File: src/rtl/seg_scan_ctrl.sv
// 4-digit common-anode 7-segment scan controller with a double-buffered display value.
// A slot is REFRESH_DIV cycles: BLANK_CYCLES dark, then the selected digit lit.
module seg_scan_ctrl #(
  parameter int REFRESH_DIV  = 50000,
  parameter int BLANK_CYCLES = 500
) (
  input  logic        clk,
  input  logic        reset,
  input  logic        enable,
  input  logic        lz_en,
  input  logic        load,
  input  logic [15:0] value,
  output logic [3:0]  nibble,
  output logic [3:0]  an,
  output logic        pending,
  output logic        frame_tick
);
  localparam int CW = (REFRESH_DIV > 2) ? $clog2(REFRESH_DIV) : 1;

  typedef enum logic {S_BLANK, S_ON} state_t;

  state_t        r_state, w_state_n;
  logic [CW-1:0] r_cnt, w_cnt_n;
  logic [1:0]    r_idx, w_idx_n;
  logic [15:0]   r_disp, r_shadow, w_disp_n;
  logic          w_slot_end, w_wrap, w_apply;
  logic [3:0]    w_supp, w_an_n;

  assign w_slot_end = (r_cnt == CW'(REFRESH_DIV - 1));
  assign w_wrap     = w_slot_end && (r_idx == 2'd3);
  // Shadow is committed at a frame wrap, or immediately while the scan is held off.
  assign w_apply    = r_pending_q() && (!enable || w_wrap);
  assign w_disp_n   = w_apply ? r_shadow : r_disp;

  function automatic logic r_pending_q();
    return pending;
  endfunction

  always_comb begin
    w_cnt_n = '0;
    w_idx_n = '0;
    if (enable) begin
      w_cnt_n = w_slot_end ? '0 : r_cnt + 1'b1;
      w_idx_n = w_slot_end ? r_idx + 2'd1 : r_idx;
    end
  end

  always_comb begin
    w_state_n = r_state;
    if (!enable) begin
      w_state_n = S_BLANK;
    end else begin
      case (r_state)
        S_BLANK: if (32'(w_cnt_n) >= BLANK_CYCLES) w_state_n = S_ON;
        S_ON:    if (w_slot_end && BLANK_CYCLES > 0) w_state_n = S_BLANK;
        default: w_state_n = S_BLANK;
      endcase
    end
  end

  // Digit i (i>0) is blanked when it and everything above it is zero.
  always_comb begin
    w_supp = '0;
    for (int i = 1; i < 4; i++)
      w_supp[i] = lz_en && ((w_disp_n >> (4 * i)) == 16'd0);
    w_an_n = 4'b1111;
    if (w_state_n == S_ON && !w_supp[w_idx_n])
      w_an_n[w_idx_n] = 1'b0;
  end

  always_ff @(posedge clk) begin
    if (reset) begin
      r_state    <= S_BLANK;
      r_cnt      <= '0;
      r_idx      <= '0;
      r_disp     <= '0;
      r_shadow   <= '0;
      pending    <= 1'b0;
      nibble     <= '0;
      an         <= 4'b1111;
      frame_tick <= 1'b0;
    end else begin
      r_state    <= w_state_n;
      r_cnt      <= w_cnt_n;
      r_idx      <= w_idx_n;
      r_disp     <= w_disp_n;
      nibble     <= w_disp_n[4*w_idx_n +: 4];
      an         <= w_an_n;
      frame_tick <= enable && w_wrap;
      if (load) begin
        r_shadow <= value;
        pending  <= 1'b1;
      end else if (w_apply) begin
        pending  <= 1'b0;
      end
    end
  end
endmodule

File: config.mk
export PLATFORM = sky130hd
export DESIGN_NAME = seg_scan_ctrl
export DESIGN_NICKNAME = d
export VERILOG_FILES = /design/src/rtl/seg_scan_ctrl.sv
export SDC_FILE = /design/constraint.sdc
export NUM_CORES = 1
export LEC_CHECK = 0
export CORE_MARGIN = 2
export CORE_UTILIZATION = 45
export CTS_BUF_LIST = sky130_fd_sc_hd__clkbuf_8 sky130_fd_sc_hd__clkbuf_16
export DETAILED_ROUTE_END_ITERATION = 16
export PLACE_DENSITY = 0.69
export SLEW_MARGIN = 20
export SYNTH_ARGS = -nofsm -noshare
export SYNTH_HDL_FRONTEND = slang
export SYNTH_SLANG_ARGS = --single-unit
File: constraint.sdc
create_clock -name clk -period 4.9 [get_ports clk]
set_clock_uncertainty 0.1 [all_clocks]
set_input_delay 1.47 -clock clk [delete_from_list [all_inputs] [get_ports clk]]
set_output_delay 1.47 -clock clk [all_outputs]
set_load 0.02 [all_outputs]
==> results of run 1 <==
## registers in the layout (all words and copies together) (netlist names)
| name | flops |
|---|---|
| r_state | 1 |
| an | 4 |
| r_shadow | 16 |
| r_idx | 2 |
| frame_tick | 1 |
| r_disp | 16 |
| nibble | 4 |
| pending | 1 |
| r_cnt | 16 |
## per-layer routing
| layer | track usage, % | up-vias | wire (µm) |
|---|---|---|---|
| li1 | - | 1111 | - |
| met1 | 25.8 | 1015 | 2700 |
| met2 | 26.9 | 59 | 2480 |
| met3 | 5.65 | 7 | 329 |
| met4 | 8.00 | 0 | 114 |
| met5 | 0 | - | 0 |
## cell families (layout without fill, tap and decap cells)
logic type               count (synthesis)  after routing  share of synthesized area, %
AND/OR/NAND/NOR                        130            130                          23.4
flip-flops                              61             61                          44.2
AO/OA/AOI/OAI                           43             43                          9.92
multiplexers                            26             26                          12.3
buffers and inverters                   21             53                          3.49
XOR/XNOR                                16             16                          5.75
adder cells (fa/ha/maj)                  2              2                         0.906
## metrics by stage
stage / power [µW] / instance area, µm²
global placement: 600 / 3100
global route: 1160 / 3340
floorplan: 569 / 2760
finish: 1120 / 3340
detailed placement: 601 / 3100
CTS: 1130 / 3340
## worst max path at each step
stage                     end  slack (ps)  cells after the start
floorplan           nibble[2]        1730                      6
global placement        an[2]        1240                      5
detailed placement      an[2]        1210                      5
CTS                     an[3]        1560                      5
global route            an[2]        1440                      5
finish                  an[3]        1580                      5
## critical path: stages
cell	delay [ps]
clkdlybuf4s50_1	550
nand2b_1	180
or2b_1	420
o311a_1	460
or3_1	350
## cells in the final DEF, fill, tap and decap left out, drive strengths merged, types with 5 or more instances in the layout
master / instances
nand4: 6
mux2i: 19
dfxtp: 61
nor2: 43
mux4: 6
nand3: 7
xnor2: 8
nand2: 38
clkdlybuf4s50: 30
a21oi: 21
nor4: 5
clkbuf: 13
xor2: 8
## layout make-up
cell class	instances	area [µm²]
timing repair buffer	33	323
inverter	4	15.0
fill	536	2580
tap	75	93.8
multi-input combinational	217	1450
clock inverter	3	65.1
clock buffer	13	179
sequential	61	1220
## power groups by stage
stage	Sequential (µW)	Combinational, µW	Clock (µW)
finish	520	69.0	527
global route	522	76.9	560
CTS	520	69.8	539
detailed placement	531	69.4	0
global placement	531	68.5	0
floorplan	528	41.4	0
==> results.py, run 1 <==
metrics = {
    "floorplan": {
        "start_util_pct": 46.6,
        "rows": 28,
        "io_pins": 31,
        "die_h_um": 82.3,
        "die_width_um": 82.3,
        "dieArea_um2": 6780,
        "core_um2": 5920,
    },
    "worst_setup_path": {
        "required_ps": 5020,
        "worstSetupEndpointType": "flop",
        "path_max_fanout": 13,
        "worstSetupStartpoint": "enable",
        "rrSetupSlack_ps": 1930,
        "arrival_ps": 3440,
        "reg2reg_depth": 7,
        "reg2reg_from": "r_cnt[0]",
        "worstSetupPathType": "primary input to flop",
        "startpoint_type": "primary input",
        "reg2reg_to": "nibble[0]",
    },
    "yosys": {
        "synth_edf_count": 0,
        "netlist_top_cells_area": "dfxtp_1, mux2i_1, nor2_1",
        "netlist.area_leader.share_pct": 44.2,
        "yosysWarnings": 0,
        "synthTopCellsByCount": "dfxtp_1, nor2_1, nand2_1",
        "yosys.cell_types.count": 53,
        "syn_avg_cell_area_um2": 9.24,
        "synthFlopType": "dfxtp_1",
        "yosysMostFrequentCell": "dfxtp_1",
        "seq_area_frac_synth_pct": 44.2,
        "synthCells": 299,
        "synth_nets": 322,
        "syn-cell-area_um2": 2760,
        "async_reset_ff_share_pct": 0,
        "yosysTopAreaCell": "dfxtp_1",
        "ys_seq_elements": 61,
    },
    "global_route": {
        "grt_use_total_pct": 18.7,
        "grt_pass1_vias": 1962,
        "grt_max_degree": 37,
        "grt-ovfl-total": 0,
        "grt_pass1_wl_um": 9380,
        "antenna_found_initial": 0,
    },
    "detailed_routing": {
        "wl_per_cell_um": 13.8,
        "drt_iter0_drc": 117,
        "vias_per_cell": 5.40,
        "antenna_left": 0,
        "num_vias": 2192,
        "drtPass1Iterations": 4,
        "drc_errors": 0,
        "wl_um": 5620,
    },
    "placed_design": {
        "dp_slack_ps": 1210,
        "gp_congestion": 0.885,
        "dp_hpwl_um": 4080,
        "place_inst": 390,
        "portBuffers": 30,
    },
    "cts": {
        "ctsResizeCount": 0,
        "htree_levels": 3,
        "cts_buffer_depth": 2,
        "post_cts_buffers": 0,
        "numCtsBuffers": 9,
        "ctsHoldBuffers": 0,
        "clock_latency_ps": 340,
        "cts_sinks": 61,
        "clk_pin_slew_ps": 60,
        "cts_tree": "done",
        "cts_root_buf": "clkbuf_8",
    },
    "timing": {
        "hold_violations": 0,
        "finalSetupTns_ps": 0,
        "rsz0062_at_grt": "false",
        "finalSetupViolCount": 0,
        "max_freq_mhz": 301,
        "slew_violations": 0,
        "worst_slew_pin_slew_ps": 988,
        "fin_ws_ps": 1580,
        "min_period_ps": 3320,
        "fin_crit_sh_pct": 67.7,
        "slew_headroom_pct": 33.9,
        "hold_ws_ps": 354,
    },
    "pwr": {
        "ir_drop_mv": 0.234,
        "power_density_nw_per_um2": 334,
        "intPower_uw": 886,
        "p_leak_uw": 0.00124,
        "pwr-share-comb_pct": 6.2,
        "seq_power_share_pct": 46.6,
        "pwr-share-clk_pct": 47.2,
        "power_switching_uw": 231,
        "switching_share_pct": 20.7,
    },
    "hold_path": {
        "min_to": "r_disp[1]",
        "worstHoldStart": "r_disp[1]",
        "hold_depth": 2,
        "worstHoldPathType": "flop to flop",
    },
    "run_status": {
        "outcome": "completed",
    },
    "layout": {
        "final_nets": 349,
        "antenna_cells": 0,
        "final_cell_count_no_fill": 406,
        "layout-area-overhead-vs-synth_pct": 21.1,
        "layout-drive-gt1-share_pct": 9.67,
        "utilization_pct": 56.5,
    },
    "run": {
        "maxCapViolCount": 0,
    },
}
Power figures use the tool's default switching activity.
==> inputs of run 2 (changes only) <==
clock period = 3.3 ns   (was 4.9 ns; I/O delays follow)
==> results.py, run 2 (same netlist as run 1, synthesis figures left out) <==
metrics = {
    "layout": {
        "utilization_pct": 56.9,
        "layout_common_cells": "dfxtp_1, nor2_1, nand2_1, clkdlybuf4s50_1, a21oi_1",
        "layout-drive-gt1-share_pct": 11.2,
        "layout-area-overhead-vs-synth_pct": 21.9,
        "top_regs": "r_cnt (16), r_disp (16), r_shadow (16)",
        "antenna_cells": 0,
        "final_cell_count_no_fill": 413,
        "design_area_um2": 3370,
        "final_common_cell": "dfxtp_1",
        "final_nets": 358,
    },
    "global_route": {
        "grt_pass1_vias": 2085,
        "grt_pass1_wl_um": 10000,
        "grt_use_total_pct": 19.7,
        "grt_max_degree": 37,
        "antenna_found_initial": 0,
        "grt-ovfl-total": 0,
    },
    "floorplan": {
        "die_width_um": 82.3,
        "dieArea_um2": 6780,
        "rows": 28,
        "core_um2": 5920,
        "start_util_pct": 46.6,
        "io_pins": 31,
        "die_h_um": 82.3,
    },
    "timing": {
        "slew_violations": 0,
        "fin_crit_sh_pct": 89.0,
        "finalSetupTns_ps": 0,
        "worst_slew_pin_slew_ps": 579,
        "slew_headroom_pct": 61.1,
        "max_freq_mhz": 341,
        "rsz0062_at_grt": "false",
        "finalSetupViolCount": 0,
        "hold_violations": 0,
        "min_period_ps": 2940,
        "hold_ws_ps": 362,
    },
    "detailed_routing": {
        "drtPass1Iterations": 4,
        "drc_errors": 0,
        "wl_um": 5950,
        "antenna_left": 0,
        "wl_per_cell_um": 14.4,
        "num_vias": 2222,
        "vias_per_cell": 5.38,
        "drt_iter0_drc": 125,
    },
    "worst_setup_path": {
        "path_cells": "ha_1 > nand4b_1 > buf_4 > nor4_1 > o21ai_2 > buf_4 > and2_1 > a211oi_1 > a211o_1 > a21oi_1",
        "rrSetupSlack_ps": 360,
        "path_max_fanout": 14,
        "startpoint_type": "flop",
        "arrival_ps": 3040,
        "critPathMaxStageDelay_ps": 530,
        "crit_family": "simple AND/OR/NAND/NOR gates",
        "critPathSlowestCell": "nor4_1",
        "required_ps": 3410,
        "worst-path-buf-inv": 2,
        "worstSetupEndpointType": "flop",
        "path_common_cell": "buf_4",
        "worstSetupPathType": "flop to flop",
    },
    "hold_path": {
        "worstHoldPathType": "flop to flop",
    },
    "cts": {
        "htree_levels": 3,
        "clock_latency_ps": 340,
        "clk_pin_slew_ps": 70,
        "numCtsBuffers": 9,
        "cts_buffer_depth": 2,
        "cts_root_buf": "clkbuf_8",
        "ctsHoldBuffers": 0,
        "ctsResizeCount": 0,
        "cts_sinks": 61,
        "post_cts_buffers": 0,
        "cts_tree": "done",
    },
    "placed_design": {
        "gp_congestion": 0.891,
        "dp_hpwl_um": 4190,
        "place_inst": 399,
        "placed_area_um2": 3170,
        "portBuffers": 30,
    },
    "run": {
        "maxCapViolCount": 0,
    },
    "pwr": {
        "power_density_nw_per_um2": 459,
        "p_leak_uw": 0.00127,
        "ir_drop_mv": 0.224,
    },
    "run_status": {
        "outcome": "completed",
    },
}
[run 2: changes by cell type in the layout (fill, tap and decap cells not counted)]
cell / before / now
bufinv_16: 2 / 1
clkinv_2: 1 / 0
clkbuf_8: 13 / 12
inv_1: 4 / 5
buf_4: 3 / 12
[run 2: path summary, 6_finish.rpt]
| path | from | endpoint | depth (start not counted) |
|---|---|---|---|
| max reg2reg | r_cnt[0] | nibble[1] | 10 |
| min reg2reg | r_disp[3] | r_disp[3] | 2 |
| max | r_cnt[0] | nibble[1] | 10 |
| min | r_disp[3] | r_disp[3] | 2 |
[run 2: layer usage]
layer / up-vias / track usage, % / part of all wire [%]
li1: 1123 / - / -
met1: 1041 / 27.3 / 50
met2: 48 / 29.0 / 44
met3: 10 / 4.24 / 4.0
met4: 0 / 9.50 / 1.7
met5: - / 0 / 0
[run 2: through the flow]
step	power, µW	setup slack (ps)
final	1540	364
after global routing	1600	203
after CTS	1560	379
after detailed placement	898	198
after global placement	895	241
after floorplan	845	469
[run 2: cell type report]
class	instances	area, µm²
multi-input combinational	217	1450
clock inverter	2	33.8
tap	75	93.8
timing repair buffer	42	390
fill	546	2550
inverter	4	15.0
clock buffer	12	165
sequential	61	1220
[run 2: tightest hold or removal path, delay by kind of cell (launching register included)]
family	cells	cell delay [ps]
flip-flops	1	310
AND/OR/NAND/NOR	1	50
AO/OA/AOI/OAI	1	50
[run 2: power by group]
group	switching (µW)	internal [µW]
clock network	263	399
registers	18.9	755
logic	50.3	58.3
==> RTL edit (settings of run 2) <==
The parameter `REFRESH_DIV` goes from 50000 to 25000.
--- a/src/rtl/seg_scan_ctrl.sv
+++ b/src/rtl/seg_scan_ctrl.sv
@@ -1,7 +1,7 @@
 // 4-digit common-anode 7-segment scan controller with a double-buffered display value.
 // A slot is REFRESH_DIV cycles: BLANK_CYCLES dark, then the selected digit lit.
 module seg_scan_ctrl #(
-  parameter int REFRESH_DIV  = 50000,
+  parameter int REFRESH_DIV  = 25000,
   parameter int BLANK_CYCLES = 500
 ) (
   input  logic        clk,
Check against the original RTL: no difference found for any inputs over 10 cycles, from zero or initial values and one cycle with reset high; that may be too few to reach the edited logic, so the function may still have changed.
==> RTL edit against run 2 <==
Wire length shrank 2.8%; synthesized area is 0.72% higher; largest cell class unchanged; setup slack improved by 0.11 ns; power is 1.3% lower; highest routed layer unchanged; sequential cell count fell by 1; critical path type unchanged; sequential power fell by 2%; core utilization shrank 0.54 points; global-route usage decreased by 1.8 points; design area is 0.37% lower; critical path depth is 3 lower.
==> RTL edit: results (changes against run 2) <==
* CP Capture Point: nibble[3] (was nibble[1])
* Netlist cell types at 52 (was 53)
* Max FO, Critical Path at 18 (was 14)
* Dominant cells by area after synthesis: dfxtp_1 43%, mux2i_1 12%, nor2_1 5.3% (was dfxtp_1 44%, mux2i_1 6.9%, nor2_1 5.7%)
* Post-synthesis xor/xnor area fraction at 4.09% (was 5.75%)
* Post-synthesis compound-gate area fraction at 9.76% (was 9.92%)
* Nonclk buf count at 40 (was 42)
* Leakage power at 1.26 nW (was 1.27 nW)
* Status: completed (unchanged)
* Crit-path slowest cell: or4_4 (was nor4_1)
* Met1 Use GR at 23.4% (was 27.3%)
* Total Routing Usage GR at 17.9% (was 19.7%)
* GPL Wtd Cong at 0.808 (was 0.891)
* Largest net degree at the start of global routing at 39 (was 37)
* Slew margin rel. at 64.2% (was 61.1%)
* Top post-synthesis cells by count: 60 x dfxtp_1, 39 x nor2_1, 38 x nand2_1, 32 x mux2i_1, 16 x a21oi_1 (was 61 x dfxtp_1, 42 x nor2_1, 38 x nand2_1, 21 x a21oi_1, 19 x mux2i_1)
* Hold Path Origin: r_disp[1] (was r_disp[3])
* Biggest regs: r_disp: 16 flops, r_shadow: 16 flops, r_cnt: 15 flops (was r_cnt: 16 flops, r_disp: 16 flops, r_shadow: 16 flops)
* Vias per cell at 5.46 (was 5.38)
* Ratio of cells with drive above 1 in the final layout at 10.4% (was 11.2%)
* Global-route wire length before repair at 9.15 mm (was 10.0 mm)
* Clk cell area share at 5.97% (was 5.91%)
* Layout fillers at 531 (was 546)
* Met2 Usage GRT at 27.7% (was 29.0%)
* Proportion of synthesized area in mux cells at 14.8% (was 12.3%)
* Share of the synthesized area in the top cell type at 43.2% (was 44.2%)
* Clock sinks at 60 (was 61)
* Adder-Cell Fraction of Synth Area at 0.900% (was 0.906%)
* Hold path endpoint: r_disp[1] (was r_disp[3])
* Detailed-route wire length at 5.78 mm (was 5.95 mm)
* Multi-input combinational cell count at 220 (was 217)
* Vias in the first global route at 1979 (was 2085)
* Multi-input logic area at 1480 um^2 (was 1450 um^2)
* NonClk Buf Share at 11.2% (was 11.6%)
[RTL edit: power breakdown]
group	total, mW	internal [mW]	switching [mW]
combinational	0.105	0.0563	0.0483
clock	0.660	0.352	0.308
sequential	0.760	0.742	0.0177
[RTL edit: metrics by stage]
| stage | util (%) | setup slack, ns | hold slack, ns | cells |
|---|---|---|---|---|
| 6_report | 56.3 | 0.470 | 0.357 | 413 |
| 5_1_grt | 56.3 | 0.302 | 0.370 | 413 |
| 4_1_cts | 56.3 | 0.446 | 0.358 | 413 |
| 3_5_place_dp | 53.0 | 0.189 | 0.347 | 397 |
| 3_3_place_gp | 53.0 | 0.257 | 0.348 | 397 |
| 2_1_floorplan | - | 0.437 | 0.332 | 299 |
[RTL edit: critical path, delay by kind of cell (launching register included)]
kind / cells / cell delay, ns
AO/OA/AOI/OAI: 2 / 0.53
adder cells (fa/ha/maj): 1 / 0.31
flip-flops: 1 / 0.40
multiplexers: 1 / 0.18
AND/OR/NAND/NOR: 3 / 1.24
